### src/rtl/fifo_bist_pkg.sv
// Shared types and helpers for the FIFO BIST sequencer: state encoding,
// default geometry and the walking-ones ring advance.
package fifo_bist_pkg;

  localparam int DEPTH_DEF = 10;
  localparam int WIDTH_DEF = 10;

  typedef logic [2:0] state_t;

  localparam state_t S_IDLE      = 3'd0;
  localparam state_t S_WRITE     = 3'd1;
  localparam state_t S_CHK_FULL  = 3'd2;
  localparam state_t S_READ      = 3'd3;
  localparam state_t S_DRAIN     = 3'd4;
  localparam state_t S_CHK_EMPTY = 3'd5;
  localparam state_t S_DONE      = 3'd6;

  // Rotate the low w bits of v left by one; upper bits are forced to zero.
  function automatic logic [31:0] rotl1(input logic [31:0] v, input int w);
    logic [31:0] mask;
    mask = (w >= 32) ? '1 : ((32'd1 << w) - 32'd1);
    return ((v << 1) | (v >> (w - 1))) & mask;
  endfunction

endpackage

### src/rtl/fifo_bist_ctrl_if.sv
// Host + FIFO-side signal bundle of the BIST sequencer.
interface fifo_bist_ctrl_if #(
  parameter int WIDTH = 10,
  parameter int CW    = 4
);
  logic             START;
  logic             FULL;
  logic             EMPTY;
  logic [WIDTH-1:0] RDATA;
  logic             W_EN;
  logic             R_EN;
  logic             BUSY;
  logic             DONE;
  logic             PASS;
  logic [CW-1:0]    ERR_CNT;
  logic [CW-1:0]    FAIL_IDX;
  logic             FLAG_ERR;

  modport master (
    input  START, FULL, EMPTY, RDATA,
    output W_EN, R_EN, BUSY, DONE, PASS, ERR_CNT, FAIL_IDX, FLAG_ERR
  );

  modport slave (
    output START, FULL, EMPTY, RDATA,
    input  W_EN, R_EN, BUSY, DONE, PASS, ERR_CNT, FAIL_IDX, FLAG_ERR
  );
endinterface

### src/rtl/bist_cmp_pipe.sv
// Read-latency valid/index pipe, walking-ones comparator and saturating
// mismatch counter with first-failure index capture.
module bist_cmp_pipe
  import fifo_bist_pkg::*;
#(
  parameter int WIDTH  = 10,
  parameter int CW     = 4,
  parameter int RD_LAT = 1
) (
  input  logic             clk,
  input  logic             rst_n,
  input  logic             clr,
  input  logic             issue,
  input  logic [CW-1:0]    issue_idx,
  input  logic [WIDTH-1:0] rdata,
  output logic [CW-1:0]    err_cnt,
  output logic [CW-1:0]    fail_idx
);

  logic [RD_LAT-1:0]         vld_pipe_q, vld_pipe_d;
  logic [RD_LAT-1:0][CW-1:0] tag_pipe_q, tag_pipe_d;
  logic [WIDTH-1:0]          exp_q, exp_d;
  logic [CW-1:0]             err_cnt_q, err_cnt_d;
  logic [CW-1:0]             fail_idx_q, fail_idx_d;
  logic                      cmp_vld;

  always_comb begin
    vld_pipe_d    = '0;
    tag_pipe_d    = '0;
    vld_pipe_d[0] = issue;
    tag_pipe_d[0] = issue_idx;
    for (int i = 1; i < RD_LAT; i++) begin
      vld_pipe_d[i] = vld_pipe_q[i-1];
      tag_pipe_d[i] = tag_pipe_q[i-1];
    end
    cmp_vld    = vld_pipe_q[RD_LAT-1];
    exp_d      = cmp_vld ? WIDTH'(rotl1(32'(exp_q), WIDTH)) : exp_q;
    err_cnt_d  = err_cnt_q;
    fail_idx_d = fail_idx_q;
    // A zero count means no mismatch yet this pass, so this one is the first.
    if (cmp_vld && (rdata != exp_q)) begin
      if (err_cnt_q == '0) fail_idx_d = tag_pipe_q[RD_LAT-1];
      if (err_cnt_q != '1) err_cnt_d = err_cnt_q + CW'(1);
    end
    if (clr) begin
      vld_pipe_d = '0;
      tag_pipe_d = '0;
      exp_d      = WIDTH'(1);
      err_cnt_d  = '0;
      fail_idx_d = '0;
    end
  end

  always_ff @(posedge clk or negedge rst_n) begin
    if (!rst_n) begin
      vld_pipe_q <= '0;
      tag_pipe_q <= '0;
      exp_q      <= WIDTH'(1);
      err_cnt_q  <= '0;
      fail_idx_q <= '0;
    end else begin
      vld_pipe_q <= vld_pipe_d;
      tag_pipe_q <= tag_pipe_d;
      exp_q      <= exp_d;
      err_cnt_q  <= err_cnt_d;
      fail_idx_q <= fail_idx_d;
    end
  end

  assign err_cnt  = err_cnt_q;
  assign fail_idx = fail_idx_q;

endmodule

### src/rtl/fifo_bist_ctrl.sv
// BIST sequencer for a DEPTH x WIDTH FIFO: fill, full check, drain with
// data compare, empty check; results held in DONE until the next START.
module fifo_bist_ctrl
  import fifo_bist_pkg::*;
#(
  parameter int DEPTH  = DEPTH_DEF,
  parameter int WIDTH  = WIDTH_DEF,
  parameter int RD_LAT = 1,
  parameter int CW     = 4
) (
  input  logic             CLK,
  input  logic             RST,
  fifo_bist_ctrl_if.master bus
);

  localparam logic [CW-1:0] LAST    = CW'(DEPTH - 1);
  localparam logic [CW-1:0] DR_LAST = CW'(RD_LAT - 1);

  state_t        state_q, state_d;
  logic [CW-1:0] cnt_q, cnt_d;
  logic          flag_err_q, flag_err_d;
  logic          pass_q, pass_d;
  logic          w_en, r_en, clr;
  logic [CW-1:0] err_cnt, fail_idx;

  // One counter serves the write, read and drain phases; it is zeroed on
  // every phase change, so in READ it doubles as the read index tag.
  always_comb begin
    state_d    = state_q;
    cnt_d      = cnt_q;
    flag_err_d = flag_err_q;
    pass_d     = pass_q;
    w_en       = 1'b0;
    r_en       = 1'b0;
    clr        = 1'b0;
    case (state_q)
      S_IDLE, S_DONE: begin
        if (bus.START) begin
          clr        = 1'b1;
          state_d    = S_WRITE;
          cnt_d      = '0;
          flag_err_d = 1'b0;
          pass_d     = 1'b0;
        end
      end
      S_WRITE: begin
        w_en = !bus.FULL;
        if (bus.FULL) begin
          flag_err_d = 1'b1;
          state_d    = S_CHK_FULL;
          cnt_d      = '0;
        end else if (cnt_q == LAST) begin
          state_d = S_CHK_FULL;
          cnt_d   = '0;
        end else begin
          cnt_d = cnt_q + CW'(1);
        end
      end
      S_CHK_FULL: begin
        if (!bus.FULL) flag_err_d = 1'b1;
        state_d = S_READ;
      end
      S_READ: begin
        r_en = !bus.EMPTY;
        if (bus.EMPTY) begin
          flag_err_d = 1'b1;
          state_d    = S_DRAIN;
          cnt_d      = '0;
        end else if (cnt_q == LAST) begin
          state_d = S_DRAIN;
          cnt_d   = '0;
        end else begin
          cnt_d = cnt_q + CW'(1);
        end
      end
      S_DRAIN: begin
        if (cnt_q == DR_LAST) begin
          state_d = S_CHK_EMPTY;
          cnt_d   = '0;
        end else begin
          cnt_d = cnt_q + CW'(1);
        end
      end
      S_CHK_EMPTY: begin
        if (!bus.EMPTY) flag_err_d = 1'b1;
        state_d = S_DONE;
        pass_d  = (err_cnt == '0) && !flag_err_d;
      end
      default: state_d = S_IDLE;
    endcase
  end

  always_ff @(posedge CLK or negedge RST) begin
    if (!RST) begin
      state_q    <= S_IDLE;
      cnt_q      <= '0;
      flag_err_q <= 1'b0;
      pass_q     <= 1'b0;
    end else begin
      state_q    <= state_d;
      cnt_q      <= cnt_d;
      flag_err_q <= flag_err_d;
      pass_q     <= pass_d;
    end
  end

  bist_cmp_pipe #(
    .WIDTH  (WIDTH),
    .CW     (CW),
    .RD_LAT (RD_LAT)
  ) u_cmp (
    .clk       (CLK),
    .rst_n     (RST),
    .clr       (clr),
    .issue     (r_en),
    .issue_idx (cnt_q),
    .rdata     (bus.RDATA),
    .err_cnt   (err_cnt),
    .fail_idx  (fail_idx)
  );

  assign bus.W_EN     = w_en;
  assign bus.R_EN     = r_en;
  assign bus.BUSY     = (state_q != S_IDLE) && (state_q != S_DONE);
  assign bus.DONE     = (state_q == S_DONE);
  assign bus.PASS     = pass_q;
  assign bus.ERR_CNT  = err_cnt;
  assign bus.FAIL_IDX = fail_idx;
  assign bus.FLAG_ERR = flag_err_q;

endmodule

### src/flat_wrapper.sv
// flat-port wrapper written by rule: the top's interface ports become plain ports
module fifo_bist_ctrl_flat import fifo_bist_pkg::*;
#(
  parameter int DEPTH  = DEPTH_DEF,
  parameter int WIDTH  = WIDTH_DEF,
  parameter int RD_LAT = 1,
  parameter int CW     = 4
)
  (CLK, RST, bus_START, bus_FULL, bus_EMPTY, bus_RDATA, bus_W_EN, bus_R_EN, bus_BUSY, bus_DONE, bus_PASS, bus_ERR_CNT, bus_FAIL_IDX, bus_FLAG_ERR);
  fifo_bist_ctrl_if #(.WIDTH(WIDTH), .CW(CW)) bus_i ();
  input  logic CLK;
  input  logic RST;
  input wire logic [$bits(bus_i.START)-1:0] bus_START;
  input wire logic [$bits(bus_i.FULL)-1:0] bus_FULL;
  input wire logic [$bits(bus_i.EMPTY)-1:0] bus_EMPTY;
  input wire logic [$bits(bus_i.RDATA)-1:0] bus_RDATA;
  output wire logic [$bits(bus_i.W_EN)-1:0] bus_W_EN;
  output wire logic [$bits(bus_i.R_EN)-1:0] bus_R_EN;
  output wire logic [$bits(bus_i.BUSY)-1:0] bus_BUSY;
  output wire logic [$bits(bus_i.DONE)-1:0] bus_DONE;
  output wire logic [$bits(bus_i.PASS)-1:0] bus_PASS;
  output wire logic [$bits(bus_i.ERR_CNT)-1:0] bus_ERR_CNT;
  output wire logic [$bits(bus_i.FAIL_IDX)-1:0] bus_FAIL_IDX;
  output wire logic [$bits(bus_i.FLAG_ERR)-1:0] bus_FLAG_ERR;
  assign bus_i.START = bus_START;
  assign bus_i.FULL = bus_FULL;
  assign bus_i.EMPTY = bus_EMPTY;
  assign bus_i.RDATA = bus_RDATA;
  assign bus_W_EN = bus_i.W_EN;
  assign bus_R_EN = bus_i.R_EN;
  assign bus_BUSY = bus_i.BUSY;
  assign bus_DONE = bus_i.DONE;
  assign bus_PASS = bus_i.PASS;
  assign bus_ERR_CNT = bus_i.ERR_CNT;
  assign bus_FAIL_IDX = bus_i.FAIL_IDX;
  assign bus_FLAG_ERR = bus_i.FLAG_ERR;
  fifo_bist_ctrl #(.DEPTH(DEPTH), .WIDTH(WIDTH), .RD_LAT(RD_LAT), .CW(CW)) u_core (.CLK(CLK), .RST(RST), .bus(bus_i));
endmodule
### config.mk
export PLATFORM = sky130hd
export DESIGN_NAME = fifo_bist_ctrl_flat
export DESIGN_NICKNAME = d
export VERILOG_FILES = /design/src/rtl/fifo_bist_pkg.sv /design/src/rtl/fifo_bist_ctrl_if.sv /design/src/rtl/bist_cmp_pipe.sv /design/src/rtl/fifo_bist_ctrl.sv /design/src/flat_wrapper.sv
export SDC_FILE = /design/constraint.sdc
export NUM_CORES = 1
export LEC_CHECK = 0
export ABC_AREA = 1
export CAP_MARGIN = 40
export CORE_ASPECT_RATIO = 0.6
export CORE_UTILIZATION = 54
export DETAILED_ROUTE_END_ITERATION = 6
export PLACE_DENSITY = 0.8
export SLEW_MARGIN = 20
export SYNTH_ARGS = -nofsm -noshare
export SYNTH_HDL_FRONTEND = slang
export SYNTH_SLANG_ARGS = --single-unit
### constraint.sdc
create_clock -name CLK -period 1.8 [get_ports CLK]
set_input_delay 0.36 -clock CLK [delete_from_list [all_inputs] [get_ports CLK]]
set_output_delay 0.36 -clock CLK [all_outputs]
set_load 0.02 [all_outputs]
==> metrics <==
Die Span X=79.7 µm; final worst-path cycle share=0.983; Die Footprint=0.00388 mm²; Slew headroom=0.728; Ant. Diodes=0; Total Wirelength=4.43 mm; Data required, critical path=1440 ps; Pwr Density=1340 mW/mm²; port bufs=28; first-pass GRT wire length=7.22 mm; Logic pwr share=0.512; Worst setup EP type=primary output; Area Overhead vs Synth=25.4%; Fin Clk Skew=6.31 ps; Post-Syn Area=0.00196 mm²; maxcap violations=0; Int Pwr=1.79 mW; setup repair after global routing missed its margin=true; syn avg cell area=7.06 µm²; VDD IR max=1.11 mV; I/O Pins=29; DR pass1 iterations=4; synth warn=0; pre-CTS WS=-125 ps; Worst-Skew Late Latency=280 ps; power share of the clock group=0.166; CTS tree=built; register area=805 µm²; Final WS setup=31.0 ps; initial antenna violation count=0; Vias per Instance=5.05; Switching Power=1.50 mW; Num Clock Sinks=32; clock tree buffer depth=2; ANT nets after route=0; post-synthesis register bit count=32; sequential element share of the synthesized area=0.410; Reg clk slew, reported paths=70 ps; Core Area=0.00336 mm²; Hold/Removal Path Class=in -> async; area leader, netlist=dfrtp_1; endpoints failing hold=0; CP peak stage delay=460 ps; Reg2Reg Depth=10; final instance area=0.00245 mm²; Post-Layout Cell Count=367; DRC marker count from the first detailed-route iteration=197; # H-tree levels=2; number of remaining DRC errors=0; cts bufs inserted=5; CP arrival=1410 ps; Seq pwr share=0.322; DP Wirelength=3.27 mm; Post-Synthesis Cells=277; gpl congestion=0.899; total grt overflow=0; critical path type=reg -> out; row count=16; final setup TNS=0 ps; FMAX=565 MHz; nets@finish=341; final core utilization=0.730; Setup Viol. Count Final=0; clock root buffer=clkbuf_8; Cell Chain, Critical Path=inv_2 -> nand2_1 -> nor2_2 -> nand2_2 -> inv_1 -> clkdlybuf4s15_2; minimum clock period=1770 ps; vias in the first global route=1560; total power=3.29 mW; Critical Path Slowest Stage Cell=dfrtp_2; Mapped Nets=297; actual slew at the worst max-slew pin=408 ps; crit path launch type=flop; fillers=265; FF-to-FF Start=u_core.state_q[1]; placed cells=359; P_leak=1.43 nW; Final Slew Violations=0; Synth top area share=0.396; Sw Ratio=0.455; layout cells sized above 1=0.149; worst hold margin=463 ps; flop2flop setup slack=150 ps; vias=1853; status=finished, final reports clean; worst-path maximum fanout=5; reg-to-reg endpoint=u_core.u_cmp.fail_idx[1]; starting density of the core=0.582; gr usage total=0.245; largest net degree at the start of global routing=33; largest cells by area after synthesis=dfrtp_1, nand2_1, inv_1; placed inst area=0.00236 mm²; Vert. Die Dim=48.6 µm; Distinct cells, synth=28; WL/cell=12.1 µm; multi-input logic area=890 µm²
cell usage in the layout (no fill, tap or decap), drive strengths merged:
cell           instances
dfrtp                 31
nand3b                 1
clkinv                 3
and2                   1
a31oi                  9
inv                   64
nand3                 12
clkdlybuf4s15          1
ha                     5
nand2                 91
clkbuf                 7
dlygate4sd2            1
xnor2                  1
xor2                   2
o31ai                  1
buf                   14
o41ai                  1
nor2                  29
o21ai                  9
clkdlybuf4s50         24
o211ai                 1
dfstp                  1
nand4                 12
a21oi                  1
worst max path at each step:
stage	from	end	slack (ps)	cells after the start
final	u_core.state_q[2]	bus_R_EN	30	6
after floorplan	u_core.state_q[1]	u_core.u_cmp.exp_q[1]	420	9
after detailed placement	bus_FULL	bus_W_EN	-120	5
after global routing	u_core.state_q[2]	bus_R_EN	-50	6
after global placement	bus_FULL	bus_W_EN	-110	5
after CTS	u_core.state_q[1]	bus_BUSY	7	4
final cells by class:
class                           instances  area share
Sequential cell                        32       0.328
Clock inverter                          3     0.00765
Inverter                               64      0.0979
Timing Repair Buffer                   42       0.153
Tap cell                               45      0.0229
Multi-Input combinational cell        176       0.363
Clock buffer                            5      0.0280
what timing repair did:
action,CTS,global route
resized for setup,10,6
endpoints found under the setup margin,4,15
buffers inserted,0,0
hold buffers,0,0
metal layers:
layer | part of all wire | track usage | vias to the layer above | wire length, µm
li1 | - | - | 933 | -
met1 | 0.53 | 0.384 | 849 | 2330
met2 | 0.40 | 0.332 | 67 | 1760
met3 | 0.073 | 0.0717 | 4 | 324
met4 | 0.0038 | 0.0455 | 0 | 17
met5 | 0 | 0 | - | 0
cell usage after synthesis:
cell	n
nand4_1	12
o211ai_1	1
o21ai_0	5
xnor2_1	1
and2_1	1
buf_2	1
o21ai_1	3
ha_1	5
buf_6	3
nor2_2	2
nand3_2	2
nand2_1	81
a21oi_1	1
o21ai_2	1
nand3_1	10
nand2_4	2
dfstp_2	1
nor2_1	27
o41ai_1	1
dfrtp_1	31
o31ai_1	1
nand3b_1	1
clkbuf_1	1
inv_2	3
a31oi_1	9
inv_1	61
xor2_1	2
nand2_2	8
state kept, by name, indices dropped and copies added, names as in the netlist, 3 cells and up:
| register | count |
|---|---|
| u_core.cnt_q | 4 |
| u_core.state_q | 3 |
| u_core.u_cmp.err_cnt | 4 |
| u_core.u_cmp.exp_q | 10 |
| u_core.u_cmp.fail_idx | 4 |
| u_core.u_cmp.tag_pipe_q | 4 |
power groups by stage:
stage	combinational (mW)	sequential, mW	clock, mW
2_1_floorplan	1.01	1.11	0
3_3_place_gp	1.61	1.05	0
3_5_place_dp	1.64	1.06	0
4_1_cts	1.64	1.05	0.550
5_1_grt	1.86	1.08	0.589
6_report	1.69	1.06	0.547
cells by family (layout without fill, tap and decap cells):
group | count (synthesis) | count (layout) | share of synthesized area
and+or+nand+nor | 146 | 146 | 0.332
buffers and inverters | 69 | 114 | 0.144
DFF | 32 | 32 | 0.410
AOI/OAI and AO/OA | 22 | 22 | 0.0684
adders and majority gates | 5 | 5 | 0.0320
xor gates and xnor gates | 3 | 3 | 0.0134
worst max-delay path: cells and delay by family (launching register included):
| kind | cells | cell delay, ps |
|---|---|---|
| flops | 1 | 460 |
| buf+inv | 3 | 370 |
| simple gates | 3 | 290 |
Power figures use the tool's default switching activity.
